File: config.mk
export PLATFORM = sky130hd
export DESIGN_NAME = alu_op_sequencer
export DESIGN_NICKNAME = d
export VERILOG_FILES = /design/src/rtl/alu_op_sequencer.sv
export SDC_FILE = /design/constraint.sdc
export NUM_CORES = 1
export LEC_CHECK = 0
export ABC_CLOCK_PERIOD_IN_PS = 2530
export CORE_MARGIN = 2
export CORE_UTILIZATION = 53
export CTS_CLUSTER_DIAMETER = 120
export CTS_CLUSTER_SIZE = 24
export DETAILED_ROUTE_END_ITERATION = 16
export PLACE_DENSITY = 0.92
export REMOVE_ABC_BUFFERS = 1
export SLEW_MARGIN = 20
export SYNTH_ARGS = -nofsm -noshare
export SYNTH_HDL_FRONTEND = slang
export SYNTH_SLANG_ARGS = --single-unit
File: constraint.sdc
create_clock -name clk -period 2.53 [get_ports clk]
set_input_delay 0.253 -clock clk [delete_from_list [all_inputs] [get_ports clk]]
set_output_delay 0.253 -clock clk [all_outputs]
set_load 0.05 [all_outputs]
File: src/rtl/alu_op_sequencer.sv
// alu_op_sequencer
// Multi-cycle operation controller for the calculator's 8-bit ALU datapath.
// One request (opcode + two unsigned operands) is accepted at a time over a
// valid/ready handshake. Bitwise, add and subtract complete in one EXEC cycle.
// Multiply runs WIDTH shift-and-add steps. The registered result and its flags
// are returned over a second valid/ready handshake.
//
// Ports:
//   clk, rst          rising-edge clock, asynchronous active-high reset
//   req_valid/ready   request handshake (req_ready depends only on state and rst)
//   req_op            000 AND, 001 OR, 010 XOR, 011 ADD, 100 SUB, 101 MUL, others illegal
//   req_a, req_b      WIDTH-bit unsigned operands, sampled only at the accept edge
//   rsp_valid/ready   response handshake; rsp_* are held while rsp_ready is low
//   rsp_result        2*WIDTH-bit result
//   rsp_carry         ADD carry-out / SUB borrow
//   rsp_zero          rsp_result == 0
//   rsp_err           illegal opcode (or MUL when the multiplier is not built)
//   busy              controller is not idle
//
// Build option: define ALU_OP_SEQUENCER_MUL_EN to build the multiplier (MUL state,
// step counter, accumulator). Without it, opcode 101 is treated as illegal.
module alu_op_sequencer #(
  parameter int WIDTH = 8
) (
  input  logic                 clk,
  input  logic                 rst,
  input  logic                 req_valid,
  output logic                 req_ready,
  input  logic [2:0]           req_op,
  input  logic [WIDTH-1:0]     req_a,
  input  logic [WIDTH-1:0]     req_b,
  output logic                 rsp_valid,
  input  logic                 rsp_ready,
  output logic [2*WIDTH-1:0]   rsp_result,
  output logic                 rsp_carry,
  output logic                 rsp_zero,
  output logic                 rsp_err,
  output logic                 busy
);

  localparam logic [2:0] OP_AND = 3'b000;
  localparam logic [2:0] OP_OR  = 3'b001;
  localparam logic [2:0] OP_XOR = 3'b010;
  localparam logic [2:0] OP_ADD = 3'b011;
  localparam logic [2:0] OP_SUB = 3'b100;
`ifdef ALU_OP_SEQUENCER_MUL_EN
  localparam logic [2:0] OP_MUL = 3'b101;
`endif

  localparam logic [2*WIDTH-1:0] RES_ZERO = {(2*WIDTH){1'b0}};

`ifdef ALU_OP_SEQUENCER_MUL_EN
  typedef enum logic [1:0] {
    IDLE = 2'd0,
    EXEC = 2'd1,
    MUL  = 2'd2,
    DONE = 2'd3
  } state_t;
`else
  typedef enum logic [1:0] {
    IDLE = 2'd0,
    EXEC = 2'd1,
    DONE = 2'd3
  } state_t;
`endif

  // Zero flag is always derived from the value actually loaded into rsp_result.
  function automatic logic is_zero(input logic [2*WIDTH-1:0] value);
    is_zero = (value == RES_ZERO);
  endfunction

  state_t                state_r;
  state_t                state_next_s;
  logic                  accept_s;
  logic [2:0]            op_r;
  logic [WIDTH-1:0]      a_r;
  logic [WIDTH-1:0]      b_r;
  logic [WIDTH:0]        add_s;
  logic [WIDTH:0]        sub_s;
  logic [2*WIDTH-1:0]    exec_result_s;
  logic                  exec_carry_s;
  logic                  exec_err_s;

`ifdef ALU_OP_SEQUENCER_MUL_EN
  localparam int STEP_W = (WIDTH > 1) ? $clog2(WIDTH) : 1;
  localparam logic [STEP_W-1:0] STEP_LAST = STEP_W'(WIDTH - 1);

  logic [STEP_W-1:0]     step_r;
  logic [2*WIDTH-1:0]    acc_r;
  logic [2*WIDTH-1:0]    mul_term_s;
  logic [2*WIDTH-1:0]    mul_sum_s;
`endif

  // Ready only in IDLE and never while reset is held; deliberately independent of req_valid.
  assign req_ready = (state_r == IDLE) && !rst;
  assign accept_s  = req_valid && req_ready;

  // State register.
  always_ff @(posedge clk or posedge rst) begin
    if (rst) begin
      state_r <= IDLE;
    end else begin
      state_r <= state_next_s;
    end
  end

  // Next-state logic.
  always_comb begin
    state_next_s = state_r;
    case (state_r)
      IDLE: begin
        if (accept_s) begin
`ifdef ALU_OP_SEQUENCER_MUL_EN
          if (req_op == OP_MUL) begin
            state_next_s = MUL;
          end else begin
            state_next_s = EXEC;
          end
`else
          state_next_s = EXEC;
`endif
        end else begin
          state_next_s = IDLE;
        end
      end
      EXEC: state_next_s = DONE;
`ifdef ALU_OP_SEQUENCER_MUL_EN
      MUL: begin
        if (step_r == STEP_LAST) begin
          state_next_s = DONE;
        end else begin
          state_next_s = MUL;
        end
      end
`endif
      DONE: begin
        if (rsp_ready) begin
          state_next_s = IDLE;
        end else begin
          state_next_s = DONE;
        end
      end
      default: state_next_s = IDLE;
    endcase
  end

  // Single-cycle ALU result from the latched request; anything unrecognised is an error.
  always_comb begin
    add_s         = {1'b0, a_r} + {1'b0, b_r};
    sub_s         = {1'b0, a_r} - {1'b0, b_r};
    exec_result_s = RES_ZERO;
    exec_carry_s  = 1'b0;
    exec_err_s    = 1'b0;
    case (op_r)
      OP_AND: exec_result_s = {{WIDTH{1'b0}}, a_r & b_r};
      OP_OR:  exec_result_s = {{WIDTH{1'b0}}, a_r | b_r};
      OP_XOR: exec_result_s = {{WIDTH{1'b0}}, a_r ^ b_r};
      OP_ADD: begin
        exec_result_s = {{WIDTH{1'b0}}, add_s[WIDTH-1:0]};
        exec_carry_s  = add_s[WIDTH];
      end
      OP_SUB: begin
        // Bit WIDTH of the widened difference is set exactly when a < b.
        exec_result_s = {{WIDTH{1'b0}}, sub_s[WIDTH-1:0]};
        exec_carry_s  = sub_s[WIDTH];
      end
      default: exec_err_s = 1'b1;
    endcase
  end

`ifdef ALU_OP_SEQUENCER_MUL_EN
  // Shift-and-add partial product for the current multiplier bit.
  always_comb begin
    if (b_r[step_r]) begin
      mul_term_s = {{WIDTH{1'b0}}, a_r} << step_r;
    end else begin
      mul_term_s = RES_ZERO;
    end
    mul_sum_s = acc_r + mul_term_s;
  end
`endif

  // Request latch, multiply iteration and response registers.
  always_ff @(posedge clk or posedge rst) begin
    if (rst) begin
      op_r       <= 3'b000;
      a_r        <= {WIDTH{1'b0}};
      b_r        <= {WIDTH{1'b0}};
      rsp_valid  <= 1'b0;
      rsp_result <= RES_ZERO;
      rsp_carry  <= 1'b0;
      rsp_zero   <= 1'b0;
      rsp_err    <= 1'b0;
      busy       <= 1'b0;
`ifdef ALU_OP_SEQUENCER_MUL_EN
      step_r     <= {STEP_W{1'b0}};
      acc_r      <= RES_ZERO;
`endif
    end else begin
      busy <= (state_next_s != IDLE);
      case (state_r)
        IDLE: begin
          if (accept_s) begin
            op_r <= req_op;
            a_r  <= req_a;
            b_r  <= req_b;
`ifdef ALU_OP_SEQUENCER_MUL_EN
            step_r <= {STEP_W{1'b0}};
            acc_r  <= RES_ZERO;
`endif
          end
        end
        EXEC: begin
          rsp_result <= exec_result_s;
          rsp_carry  <= exec_carry_s;
          rsp_zero   <= is_zero(exec_result_s);
          rsp_err    <= exec_err_s;
          rsp_valid  <= 1'b1;
        end
`ifdef ALU_OP_SEQUENCER_MUL_EN
        MUL: begin
          acc_r <= mul_sum_s;
          if (step_r == STEP_LAST) begin
            // Last step: the product goes straight to the response registers.
            step_r     <= {STEP_W{1'b0}};
            rsp_result <= mul_sum_s;
            rsp_carry  <= 1'b0;
            rsp_zero   <= is_zero(mul_sum_s);
            rsp_err    <= 1'b0;
            rsp_valid  <= 1'b1;
          end else begin
            step_r <= step_r + STEP_W'(1);
          end
        end
`endif
        DONE: begin
          if (rsp_ready) begin
            rsp_valid <= 1'b0;
          end
        end
        default: begin
          rsp_valid <= 1'b0;
        end
      endcase
    end
  end

endmodule

==> impl_metrics.ini <==
[sta]
fin_skew_ns = 0.00795
max-slew-margin-rel_pct = 41.5
rsz0062_at_grt = true
max_slew.worst_pin.slew_ns = 0.875
max_freq_mhz = 409
fin_crit_ns = 2.45
maxSlewViolCount = 0
setup_viol = 0
fin_hold_ws_ns = 0.406
fin_crit_sh_pct = 96.7
hold_viol = 0

[placement]
gp_congestion = 0.951
dp_hpwl_mm = 3.95
io_buffers = 36

[worst_setup_path]
regToRegStartpoint = b_r[0]
reg2reg_to = rsp_zero
r2r_slack_ns = 0.08
startpoint = b_r[0]
critPathCaptureType = register
cp-endpoint = rsp_zero
cp_max_fo = 3
crit_type = register to register
arrival_ns = 2.64
crit_required_ns = 2.72
startpoint_type = register
ff2ff_path_depth = 7

[clock_network]
clock_latency_ns = 0.29
cts_root_buf = clkbuf_8
cts_tree = yes
htreeDepth = 2
cts_buffer_depth = 2
clkSinkCount = 34
cts.clk_slew.worst_paths_ns = 0.07
cts_hold_buffers = 0
numCtsBuffers = 5

[yosys]
async_reset_ff_share_pct = 100
synthDistinctLibCells = 59
ys_seq_area_share_pct = 34.3
synthFlopType = dfrtp_1
synth_cells = 273
synth_compound_area_share_pct = 22.3
yosys.area_share.simple_pct = 15.3
muxShareOfSynthArea_pct = 4.74
synth_edf_count = 0
synth_warnings = 0
syn_avg_cell_area_um2 = 9.09
synthXorXnorAreaFrac_pct = 0.353
synth-seq-cells = 34
synth_adder_area_share_pct = 13.7
synth_top_family_by_area = compound AO/OA/AOI/OAI gates
synth_area_mm2 = 0.00248

[drt]
wl_per_cell_um = 14.4
drt_iter0_drc = 123
ant_nets = 0
drt-pass1-iter-count = 4
vias = 2052
drt_wl_total_mm = 5.20
viasPerCell = 5.68
route.detailed.drc = 0

[final_layout]
syn_to_final_growth_pct = 19.2
antenna_cells = 0
final_common_cell = clkdlybuf4s50_1
fin_nets = 358
post-route-util_pct = 66.6
drive_above_1_share_pct = 12.3
layout_common_cells = 36 x clkdlybuf4s50_1, 33 x dfrtp_1, 26 x inv_1, 26 x o21ai_0, 25 x nand2_1
fill_cells = 372

[min_path]
hold_path_class = input pin to asynchronous set/reset pin

[outcome]
run_status = finished, final reports clean

[floorplan]
ioPinCount = 45
core_mm2 = 0.00444
dieHeight_um = 72.4
rows = 24
start_util_pct = 55.8
die-area_mm2 = 0.00524
die_w_um = 72.4

[grt]
grt.busiest_layer = met2
grt.overflow.total = 0
grt_use_met1_pct = 30.2
antenna_found_initial = 0
grt_usage_pct = 21.6
grt_pass1_vias = 1901
grt_start_max_net_pins = 35
met2_usage_pct = 34.7
gr-usage-met3_pct = 4.17
grt_pass1_wl_mm = 8.83

[job]
cap_violations = 0
==> layout make-up <==
cell class	instances	area, µm²	share of cell area [%]
Clock buffer	5	68.8	2.33
Clock inverter	2	10.0	0.338
Inverter	26	97.6	3.30
Multi-Input combinational cell	198	1440	48.8
Sequential cell	34	852	28.8
Tap cell	52	65.1	2.20
Timing Repair Buffer	44	420	14.2
==> critical path, cell delays in order, from the launching register on <==
cell      delay (ns)
dfrtp_1         0.40
ha_2            0.20
fa_1            0.43
mux4_2          0.47
a22o_1          0.21
nor4_2          0.21
nand4b_1        0.14
o41ai_2         0.28
==> per-stage QoR <==
stage                     instance area, µm²  setup slack, ns  std cells  setup TNS, ns
after floorplan                         2380           -0.299        258          -1.88
after global placement                  2870            0.107        354              0
after detailed placement                2870           0.0334        354              0
after CTS                               2940           0.0283        361              0
after global routing                    2960         -0.00490        361       -0.00490
final                                   2960           0.0825        361              0
==> synth_stat cells, types with 2 or more instances <==
cell      count  area share [%]
dfrtp_1      34              34
inv_1        26             3.9
o21ai_0      26             5.2
nand2_1      25             3.8
ha_1         24              12
nor2_1       15             2.3
buf_4        11             3.3
a21oi_1       9             1.8
clkbuf_1      7             1.1
a31oi_1       6             1.5
a21o_1        5             1.5
mux2i_1       5             2.0
nor2b_1       5             1.3
nor3_1        5             1.0
a22o_1        4             1.4
mux2_2        4             1.8
nand2b_1      4             1.0
o22ai_1       4             1.0
nor3b_1       3            0.91
or2_2         3            0.76
a211oi_1      2            0.60
a221oi_2      2             1.2
a32oi_1       2            0.71
buf_2         2            0.40
fa_1          2             1.6
o21bai_1      2            0.60
o221a_2       2            0.91
o22a_1        2            0.71
or2_1         2            0.50
==> cells by family after synthesis <==
family	after synthesis
flip-flops	34
other	1
buffers and inverters	48
AND/OR/NAND/NOR	74
adder cells (fa/ha/maj)	26
AO/OA/AOI/OAI	79
XOR/XNOR	1
multiplexers	10
==> routing by layer <==
metal	up-vias	part of all wire, %
met5	-	0
met4	0	1.0
met3	6	6.3
met2	72	48
met1	969	45
li1	1005	-
==> timing repair <==
action | CTS | global route
gates resized for setup | 0 | 4
buffers inserted | 0 | 0
endpoints found under the setup margin | 0 | 2
==> how the worst min path moves through the flow <==
stage | endpoint | slack [ns] | cells after the start
after floorplan | state_r[1] | 0.36 | 1
after global placement | rsp_valid | 0.46 | 2
after detailed placement | rsp_zero | 0.47 | 2
after CTS | b_r[7] | 0.42 | 3
after global routing | rsp_valid | 0.46 | 3
final | rsp_valid | 0.41 | 3
==> registers in the layout (all words and copies together) (netlist names) <==
signal      count
b_r             8
rsp_result      8
op_r            3
rsp_zero        1
rsp_err         1
a_r             8
busy            1
rsp_carry       1
state_r         2
rsp_valid       1
Power is not shown: default switching activity piles up to over one toggle a cycle in this logic, so the estimate is an artifact.
==> RTL edit 1: new RTL, same flow settings <==
`WIDTH`: 8 -> 10.
--- a/src/rtl/alu_op_sequencer.sv
+++ b/src/rtl/alu_op_sequencer.sv
@@ -22,3 +22,3 @@
 module alu_op_sequencer #(
-  parameter int WIDTH = 8
+  parameter int WIDTH = 10
 ) (
Ports: changed (resized req_a, req_b and rsp_result); port bits go from 45 to 53. No check against the original RTL was run, so the function may have changed too.
==> RTL edit 1 against the original RTL <==
  * The run now ends with setup timing left
  * Sequential cell count up 6
  * Wire length up 34%
  * Area after synthesis up 23%
  * Design area up 26%
  * Die area up 21%
  * Worst setup slack worse by 0.14 ns
  * Critical endpoint unchanged
Power is left out: the tool's default activity adds up to more than one toggle a clock period on the data nets, which glitch-free logic cannot reach.
==> RTL edit 1: results (changes against the original RTL) <==
Routing
  – Starting DRC count in detailed routing: 222 (+80%)
  – Met2 WL post-DR: 3.443 mm (+39%)
  – Metal3 WL: 492 um (+51%)
  – Post-DR vias/cell: 5.641 (-0.76%)
  – Final WL: 6.974 mm (+34%)
  – Drt first pass iters: 5 (+1)

Synth
  – Top cells by area, synth: dfrtp_1, ha_1, o21ai_0
  – Top cells by count, synth: o21ai_0, nand2_1, dfrtp_1, ha_1, inv_1
  – Register area share after synthesis: 32.91% (-1.4 points)
  – Post-synthesis cell type count: 58 (-1.7%)

Worst setup path
  – CP max-delay cell: dfrtp_1
  – Reg2Reg Depth: 9 (+2)
  – Worst Path Arrival: 2.82 ns (+0.18 ns)
  – Largest delay share family, worst path: compound AO/OA/AOI/OAI gates
  – Crit-path max cell delay: 0.40 ns (-0.07 ns)

Status
  – Status: finished, violations left
  – Failing checks: setup timing

STA
  – Max Clock Freq: 386.4 MHz (-5.4%)
  – Final WS setup: -0.05791 ns (-0.1404 ns)
  – Count of final setup violators: 2 (+2)

Final layout
  – Fillcell total: 457 (+23%)
  – Layout cells sized above 1: 14.60% (+2.3 points)
  – Largest regs: a_r (10), b_r (10), rsp_result (10)

Place
  – DPL Wire Length: 5.307 mm (+34%)
  – Pre-CTS setup slack: -0.1413 ns (-0.1747 ns)

Global routing
  – Largest net degree at the start of global routing: 41 (+17%)
  – GRT Overall Usage: 22.99% (+1.4 points)
  – Number of global-route vias before repair: 2,542 (+34%)
[RTL edit 1: per-stage QoR]
step / hold WS, ns / utilization [%] / instances / instance area [um2]
2_1_floorplan: 0.3594 / - / 330 / 2865
3_3_place_gp: 0.4577 / 63.91 / 466 / 3541
3_5_place_dp: 0.4719 / 63.91 / 466 / 3541
4_1_cts: 0.4491 / 66.40 / 474 / 3679
5_1_grt: 0.4957 / 67.21 / 476 / 3724
6_report: 0.4254 / 67.21 / 476 / 3724
[RTL edit 1: per-layer routing]
layer / track usage [%] / vias up
li1: - / 1294
met4: 5.763 / 0
met2: 40.50 / 114
met3: 4.864 / 17
met5: 0 / -
met1: 28.68 / 1260
[RTL edit 1: cells by family after synthesis]
kind of cell | synth area share, %
AND/OR/NAND/NOR | 15.84
multiplexers | 3.990
AO/OA/AOI/OAI | 21.68
adder cells (fa/ha/maj) | 13.66
other | 0.1233
XOR/XNOR | 1.440
flip-flops | 32.91
buffers and inverters | 10.37
[RTL edit 1: tightest hold or removal path, delay by kind of cell]
| family | cells | cell delay, ns |
|---|---|---|
| buf+inv | 3 | 0.92 |
[RTL edit 1: repair_timing]
item,CTS,global route
buffers inserted,0,2
hold buffers,0,0
gates resized for setup,6,10
pin swaps,1,0
endpoints found under the setup margin,3,5
[RTL edit 1: how the worst max path moves through the flow]
stage	startpoint	end	slack, ns	cells after the start
2_1_floorplan	state_r[1]	op_r[0]	-0.41	3
3_3_place_gp	a_r[0]	rsp_zero	-0.03	9
3_5_place_dp	a_r[0]	rsp_zero	-0.14	9
4_1_cts	b_r[0]	rsp_zero	-0.03	9
5_1_grt	b_r[0]	rsp_zero	-0.11	9
6_report	b_r[0]	rsp_zero	-0.06	9
[RTL edit 1: final cells by class]
class | count | area, um2 | share of cell area, %
Clock inverter | 2 | 35.03 | 0.9409
Inverter | 28 | 105.1 | 2.823
Timing Repair Buffer | 66 | 600.6 | 16.13
Clock buffer | 6 | 72.57 | 1.949
Multi-Input combinational cell | 262 | 1817 | 48.79
Tap cell | 72 | 90.09 | 2.419
Sequential cell | 40 | 1003 | 26.95
==> RTL edit 2: new RTL, same settings <==
Without the edit above. The 3 states of `state_t` get a one-hot encoding in 3 bits.
--- a/src/rtl/alu_op_sequencer.sv
+++ b/src/rtl/alu_op_sequencer.sv
@@ -59,6 +59,6 @@
 `else
-  typedef enum logic [1:0] {
-    IDLE = 2'd0,
-    EXEC = 2'd1,
-    DONE = 2'd3
+  typedef enum logic [2:0] {
+    IDLE = 3'b001,
+    EXEC = 3'b010,
+    DONE = 3'b100
   } state_t;
Function: same outputs for any inputs over 10 cycles, from zero or initial values and one cycle with rst high; not proved beyond that.
==> RTL edit 2 against the original RTL <==
  * The run now ends with setup timing left
  * Design area is 5.4% higher
  * Worst setup slack worse by 0.11 ns
  * Non-clock buffer count up 15
  * Clock skew is 0.00066 ns higher
  * Area after synthesis increased by 1.6%
  * First-iteration DRC count rose by 38%
  * Wire length up 13%
  * Sequential cell count grew 1
  * Critical path type unchanged
==> RTL edit 2: results (changes against the original RTL) <==
Worst setup path
  – Worst Path Arrival: 2.74 ns (+0.10 ns)
  – Crit-path max cell delay: 0.41 ns (-0.06 ns)
  – Largest delay share family, worst path: compound AO/OA/AOI/OAI gates
  – CP max-delay cell: dfrtp_1

Status
  – Status: finished, violations left
  – Failing checks: setup timing

Global routing
  – Met2 Use GR: 38.99% (+4.3 points)
  – First-pass GRT wire length: 9.473 mm (+7.3%)
  – Largest net degree at the start of global routing: 36 (+2.9%)
  – Number of global-route vias before repair: 2,092 (+10%)
  – GRT Overall Usage: 23.11% (+1.5 points)

STA
  – Total negative slack: -0.02372 ns (-0.02372 ns)
  – Fin Clk Skew: 0.008605 ns (+0.0006573 ns)
  – Worst slew pin tran: 0.6618 ns (-0.2133 ns)
  – Count of final setup violators: 1 (+1)
  – Final WS setup: -0.02372 ns (-0.1062 ns)

Synth
  – Post-synthesis cell type count: 56 (-5.1%)
  – Post-Synth XOR/XNOR Area: 0.3474% (-0.0056 points)
  – Post-synthesis compound-gate area fraction: 22.13% (-0.21 points)
  – Mux contribution to synthesized area: 3.275% (-1.5 points)
  – Register bit total from synthesis: 35 (+2.9%)
  – Top cells by area, synth: dfrtp_1, ha_1, o21ai_0
  – Top cell type's share of synthesized area: 33.75% (-0.54 points)

Final layout
  – Data buffer area share: 17.09% (+2.9 points)
  – Layout cells sized above 1: 14.71% (+2.4 points)
  – ClkCell Share: 2.929% (+0.26 points)
  – Register area: 877.1 um2 (+2.9%)
  – Fraction of area in multi-input gates: 46.67% (-2.1 points)
  – Clock buf count: 7 (+2)

Routing
  – Drt first pass iters: 5 (+1)
  – Starting DRC count in detailed routing: 170 (+38%)
  – Via count: 2,269 (+11%)
  – Post-DR vias/cell: 5.759 (+1.3%)

Clock network
  – Postcts setup bufs: 1 (+1)

Place
  – GPL Wtd Cong: 1.009 (+6.2%)
  – Post-Place Cells: 384 (+8.5%)
==> RTL edit 2: metrics by stage <==
| stage | utilization [%] | hold WS (ns) | setup slack (ns) | area, um2 |
|---|---|---|---|---|
| floorplan | - | 0.3698 | -1.029 | 2391 |
| global placement | 63.87 | 0.4703 | -0.005388 | 2977 |
| detailed placement | 63.87 | 0.4777 | -0.07778 | 2977 |
| CTS | 66.15 | 0.4163 | -0.02432 | 3083 |
| global route | 66.90 | 0.4582 | -0.1707 | 3118 |
| finish | 66.90 | 0.4008 | -0.02372 | 3118 |
==> RTL edit 2: layer usage <==
| metal | wire length (um) | vias to the layer above |
|---|---|---|
| met4 | 131 | 0 |
| met5 | 0 | - |
| met3 | 419 | 20 |
| met1 | 2520 | 1058 |
| li1 | - | 1084 |
| met2 | 2799 | 107 |
